$ cat config.mk
export PLATFORM = sky130hd
export DESIGN_NAME = uart_rx
export DESIGN_NICKNAME = d
export VERILOG_FILES = /design/src/rtl/uart_pkg.sv /design/src/rtl/uart_sync.sv /design/src/rtl/uart_rx.sv
export SDC_FILE = /design/constraint.sdc
export NUM_CORES = 1
export LEC_CHECK = 0
export CORE_AREA = 4 4 65 67
export CTS_CLUSTER_DIAMETER = 100
export DETAILED_ROUTE_END_ITERATION = 8
export DIE_AREA = 0 0 69 71
export PLACE_DENSITY = 0.71
export SETUP_SLACK_MARGIN = 0.15
export SLEW_MARGIN = 30
export SYNTH_ARGS = -nofsm -noshare
export SYNTH_HDL_FRONTEND = slang
export SYNTH_SLANG_ARGS = --single-unit
$ cat constraint.sdc
create_clock -name clk -period 2 [get_ports clk]
set_input_delay 0.4 -clock clk [delete_from_list [all_inputs] [get_ports clk]]
set_output_delay 0.4 -clock clk [all_outputs]
set_load 0.01 [all_outputs]
$ cat src/rtl/uart_pkg.sv
// ============================================================
// Module : uart_pkg
// Shared UART receiver/transmitter state encoding and frame defaults.
// Rev    : 1.0
// ============================================================
`default_nettype none

package uart_pkg;

    localparam int c_data_bits_default  = 8;
    localparam int c_parity_en_default  = 0;
    localparam int c_parity_odd_default = 0;

    localparam logic [3:0] c_mid_tick  = 4'd7;
    localparam logic [3:0] c_last_tick = 4'd15;

    typedef enum logic [2:0] {
        ST_IDLE   = 3'd0,
        ST_START  = 3'd1,
        ST_DATA   = 3'd2,
        ST_PARITY = 3'd3,
        ST_STOP   = 3'd4
    } uart_state_t;

    function automatic logic parity_of(input logic [7:0] data);
        return ^data;
    endfunction

endpackage

`default_nettype wire

$ cat src/rtl/uart_sync.sv
// ============================================================
// Module : uart_sync
// Two-flop synchronizer for the idle-high serial line.
// Rev    : 1.0
// ============================================================
`default_nettype none

module uart_sync (
    input  logic clk,
    input  logic reset,
    input  logic d,
    output logic q
);

    logic [1:0] r_sync;

    always_ff @(posedge clk or posedge reset) begin
        if (reset) begin
            r_sync <= 2'b11;
        end else begin
            r_sync <= {r_sync[0], d};
        end
    end

    assign q = r_sync[1];

endmodule

`default_nettype wire

$ cat src/rtl/uart_rx.sv
// ============================================================
// Module : uart_rx
// 16x-oversampled UART receiver with ready/valid output and error flags.
// Rev    : 1.0
// ============================================================
`default_nettype none

module uart_rx
    import uart_pkg::*;
#(
    parameter int DATA_BITS  = c_data_bits_default,
    parameter int PARITY_EN  = c_parity_en_default,
    parameter int PARITY_ODD = c_parity_odd_default
) (
    input  logic       clk,
    input  logic       reset,
    input  logic       baud_x16_tick,
    input  logic       rx,
    input  logic       rx_ready,
    output logic [7:0] rx_data,
    output logic       rx_valid,
    output logic       parity_err,
    output logic       frame_err,
    output logic       overrun_err
);

    localparam logic [2:0] c_last_bit = 3'(DATA_BITS - 1);
    localparam logic       c_odd      = (PARITY_ODD != 0);
    localparam logic       c_par_en   = (PARITY_EN != 0);

    logic        w_rx_s;
    uart_state_t r_state;
    logic [3:0]  r_tick_cnt;
    logic [2:0]  r_bit_cnt;
    logic [7:0]  r_shift;
    logic        r_par_err;
    logic        r_stop_err;
    logic        r_frame_done;

    uart_sync u_sync (
        .clk   (clk),
        .reset (reset),
        .d     (rx),
        .q     (w_rx_s)
    );

    always_ff @(posedge clk or posedge reset) begin
        if (reset) begin
            r_state      <= ST_IDLE;
            r_tick_cnt   <= '0;
            r_bit_cnt    <= '0;
            r_shift      <= '0;
            r_par_err    <= 1'b0;
            r_stop_err   <= 1'b0;
            r_frame_done <= 1'b0;
        end else begin
            r_frame_done <= 1'b0;
            if (baud_x16_tick) begin
                case (r_state)
                    ST_IDLE: begin
                        if (!w_rx_s) begin
                            r_state    <= ST_START;
                            r_tick_cnt <= '0;
                        end
                    end
                    ST_START: begin
                        // Re-check mid start bit so short low glitches are ignored.
                        if (r_tick_cnt == c_mid_tick) begin
                            r_tick_cnt <= '0;
                            if (w_rx_s) begin
                                r_state <= ST_IDLE;
                            end else begin
                                r_state   <= ST_DATA;
                                r_bit_cnt <= '0;
                                r_shift   <= '0;
                                r_par_err <= 1'b0;
                            end
                        end else begin
                            r_tick_cnt <= r_tick_cnt + 4'd1;
                        end
                    end
                    ST_DATA: begin
                        r_tick_cnt <= r_tick_cnt + 4'd1;
                        if (r_tick_cnt == c_last_tick) begin
                            r_shift[r_bit_cnt] <= w_rx_s;
                            r_bit_cnt          <= r_bit_cnt + 3'd1;
                            if (r_bit_cnt == c_last_bit) begin
                                r_state <= c_par_en ? ST_PARITY : ST_STOP;
                            end
                        end
                    end
                    ST_PARITY: begin
                        r_tick_cnt <= r_tick_cnt + 4'd1;
                        if (r_tick_cnt == c_last_tick) begin
                            r_par_err <= (parity_of(r_shift) ^ w_rx_s) != c_odd;
                            r_state   <= ST_STOP;
                        end
                    end
                    ST_STOP: begin
                        r_tick_cnt <= r_tick_cnt + 4'd1;
                        if (r_tick_cnt == c_last_tick) begin
                            r_stop_err   <= ~w_rx_s;
                            r_frame_done <= 1'b1;
                            r_state      <= ST_IDLE;
                        end
                    end
                    default: r_state <= ST_IDLE;
                endcase
            end
        end
    end

    // A completed frame wins over a simultaneous handshake; it is dropped only if the slot stays occupied.
    always_ff @(posedge clk or posedge reset) begin
        if (reset) begin
            rx_data     <= '0;
            rx_valid    <= 1'b0;
            parity_err  <= 1'b0;
            frame_err   <= 1'b0;
            overrun_err <= 1'b0;
        end else begin
            overrun_err <= 1'b0;
            if (r_frame_done) begin
                if (!rx_valid || rx_ready) begin
                    rx_data    <= r_shift;
                    parity_err <= r_par_err;
                    frame_err  <= r_stop_err;
                    rx_valid   <= 1'b1;
                end else begin
                    overrun_err <= 1'b1;
                end
            end else if (rx_valid && rx_ready) begin
                rx_valid <= 1'b0;
            end
        end
    end

endmodule

`default_nettype wire

==> impl_metrics.json <==
{
  "drive_above_1_share": 0.212,
  "startpoint_type": "flip-flop",
  "max-cap-violations": 0,
  "syn_nets": 175,
  "grt-ovfl-total": 0,
  "design.final.nets": 196,
  "r2r-end": "r_state[2]$_DFFE_PP0P_",
  "gp_congestion": 0.856,
  "drv_slew": 0,
  "h-tree-depth": 2,
  "die_w_um": 69,
  "synthArstFlopShare": 1.00,
  "cts.sinks": 35,
  "synth_most_common_cell": "dfrtp_1",
  "yosys.area.top_type": "dfrtp_1",
  "leakagePower_nw": 0.972,
  "grt_pass1_vias": 1341,
  "crit_required_ns": 2.16,
  "layout.cells.non_filler": 237,
  "rows": 22,
  "drt_first_pass_iters": 4,
  "r2r_cells": 4,
  "initial_core_util": 0.503,
  "peakVddDrop_mv": 0.388,
  "yosysSeqAreaShare": 0.481,
  "numCtsBuffers": 5,
  "synth-edff-count": 0,
  "critPathCapture": "r_state[2]$_DFFE_PP0P_",
  "ys_ff_latch": 35,
  "finalSetupViolations": 0,
  "synth_area_per_cell_sq_um": 10.9,
  "via_per_inst": 5.65,
  "holdCritPathClass": "reg -> reg",
  "pin_count": 17,
  "clock-root-buffer": "clkbuf_8",
  "fin_skew_ns": 0.00384,
  "end_kind": "flip-flop",
  "tightest_slew_ns": 0.430,
  "place_ws_ns": 0.131,
  "dp_hpwl_mm": 2.52,
  "grt_max_degree": 36,
  "place_inst": 229,
  "die_area_sq_mm": 0.00490,
  "fin_ws_ns": 0.218,
  "io_buffers": 16,
  "synth_flop_cell": "dfrtp_1",
  "grt_antenna_before_repair": 0,
  "slew_headroom": 0.713,
  "fin_crit_ns": 1.78,
  "drt-wirelength-per-cell_um": 14.7,
  "reg2reg_from": "r_state[1]$_DFFE_PP0P_",
  "cts_tree": "yes",
  "synthTopCellsByArea": "dfrtp_1 45%, mux2_2 6.2%, o21ai_0 4.4%",
  "clk_pin_slew_ns": 0.07,
  "drc": 0,
  "clockBufferDepth": 2,
  "synth_cell_type_count": 43,
  "core_area_sq_mm": 0.00363,
  "grt_pass1_wl_mm": 6.09,
  "status": "finished clean",
  "wirelength_mm": 3.49,
  "grtUsageTotal": 0.153,
  "vias": 1338,
  "rsz0062_at_grt": "no",
  "finalHoldViolations": 0,
  "fin_tns_setup_ns": 0,
  "insertedDiodeCount": 0,
  "synth_common_cells": "33 x dfrtp_1, 16 x o21ai_0, 13 x nand2_1",
  "path_max_fanout": 9,
  "crit_start": "r_state[1]$_DFFE_PP0P_",
  "clock.fmax_mhz": 561,
  "yosys_warnings": 0,
  "synth_area_sq_mm": 0.00183,
  "post-route-period-util": 0.891,
  "detail-route-antenna-nets": 0,
  "syn_to_final_growth_pct": 17.6,
  "clk_latency_ns": 0.28,
  "worstPathArrival_ns": 1.95,
  "cts_hold_buf": 0,
  "drt_iter0_markers": 74,
  "powerDensity_mw_per_mm2": 761,
  "timing.hold.ws_ns": 0.356,
  "die_y_um": 71,
  "rrSetupSlack_ns": 0.22,
  "synth_top_area_share": 0.452,
  "synthCells": 167,
  "path_class": "reg -> reg"
}
-- logic make-up after synthesis --
family          synth area share
simple gates               0.142
xor+xnor                  0.0411
mux                       0.0836
buf+inv                   0.0514
flops                      0.481
fa+ha+maj                 0.0206
compound gates             0.180
-- cells in the final DEF, fill, tap and decap left out, types with 3 or more instances in the layout --
| cell | synthesis | layout |
|---|---|---|
| nand3_1 | 4 | 4 |
| nor3_1 | 3 | 3 |
| clkdlybuf4s50_1 | 0 | 16 |
| o31ai_1 | 9 | 9 |
| mux2_2 | 10 | 10 |
| inv_1 | 7 | 7 |
| xnor2_1 | 4 | 4 |
| a31oi_1 | 5 | 5 |
| buf_4 | 1 | 10 |
| clkbuf_8 | 0 | 6 |
| dfrtp_1 | 33 | 31 |
| o41ai_1 | 4 | 4 |
| o21ai_0 | 16 | 16 |
| nor2_1 | 5 | 5 |
| a21oi_1 | 6 | 6 |
| nand2_1 | 13 | 13 |
| ha_1 | 3 | 3 |
-- metrics by stage --
stage               area (sq um)  total power [mW]   util
floorplan                   1830              1.07      -
global placement            2050              1.12  0.565
detailed placement          2050              1.13  0.565
CTS                         2150              1.66  0.591
global route                2150              1.73  0.591
finish                      2150              1.64  0.591
-- worst min-delay path by stage --
stage                                          start  depth (start not counted)  slack (ns)                         end
after floorplan           u_sync.r_sync[0]$_DFF_PP1_                          0        0.35  u_sync.r_sync[1]$_DFF_PP1_
after global placement    u_sync.r_sync[0]$_DFF_PP1_                          0        0.35  u_sync.r_sync[1]$_DFF_PP1_
after detailed placement  u_sync.r_sync[0]$_DFF_PP1_                          0        0.35  u_sync.r_sync[1]$_DFF_PP1_
after CTS                 u_sync.r_sync[0]$_DFF_PP1_                          0        0.36  u_sync.r_sync[1]$_DFF_PP1_
after global routing      u_sync.r_sync[0]$_DFF_PP1_                          0        0.37  u_sync.r_sync[1]$_DFF_PP1_
final                     u_sync.r_sync[0]$_DFF_PP1_                          0        0.36  u_sync.r_sync[1]$_DFF_PP1_
-- timing repair --
action                     CTS  global route
gates resized for setup      0             2
setup buffers                0             0
setup endpoints to repair    0             2
-- power by group --
part / total [mW] / internal [mW] / switching (mW)
clock network: 0.515 / 0.277 / 0.238
logic: 0.316 / 0.153 / 0.163
registers: 0.805 / 0.750 / 0.0546
-- final cells by class --
cell class	count	area (sq um)
multi-input combinational	113	855
clock inverter	1	5.00
sequential	35	881
inverter	7	26.3
tap	48	60.1
fill	319	1490
clock buffer	7	86.3
timing repair buffer	26	235
-- flip-flops by register name (all words and copies together) (netlist names) --
| signal | flops |
|---|---|
| r_shift | 8 |
| rx_data | 8 |
| r_tick_cnt | 4 |
| r_bit_cnt | 3 |
| r_state | 3 |
| u_sync.r_sync | 2 |
| frame_err | 1 |
| overrun_err | 1 |
| parity_err | 1 |
| r_frame_done | 1 |
| r_par_err | 1 |
| r_stop_err | 1 |
| rx_valid | 1 |
-- critical path: stages (launching register included) --
cell	delay, ns
dfrtp_2	0.46
or4b_1	0.56
and2_4	0.21
o2111ai_4	0.11
mux2_4	0.32
-- metal layers --
metal | track usage | routed length, um | up-vias
met1 | 0.192 | 1620 | 661
met3 | 0.0412 | 149 | 4
met2 | 0.253 | 1680 | 27
met4 | 0.0586 | 40 | 0
met5 | 0 | 0 | -
li1 | - | - | 646
Power figures use the tool's default switching activity.
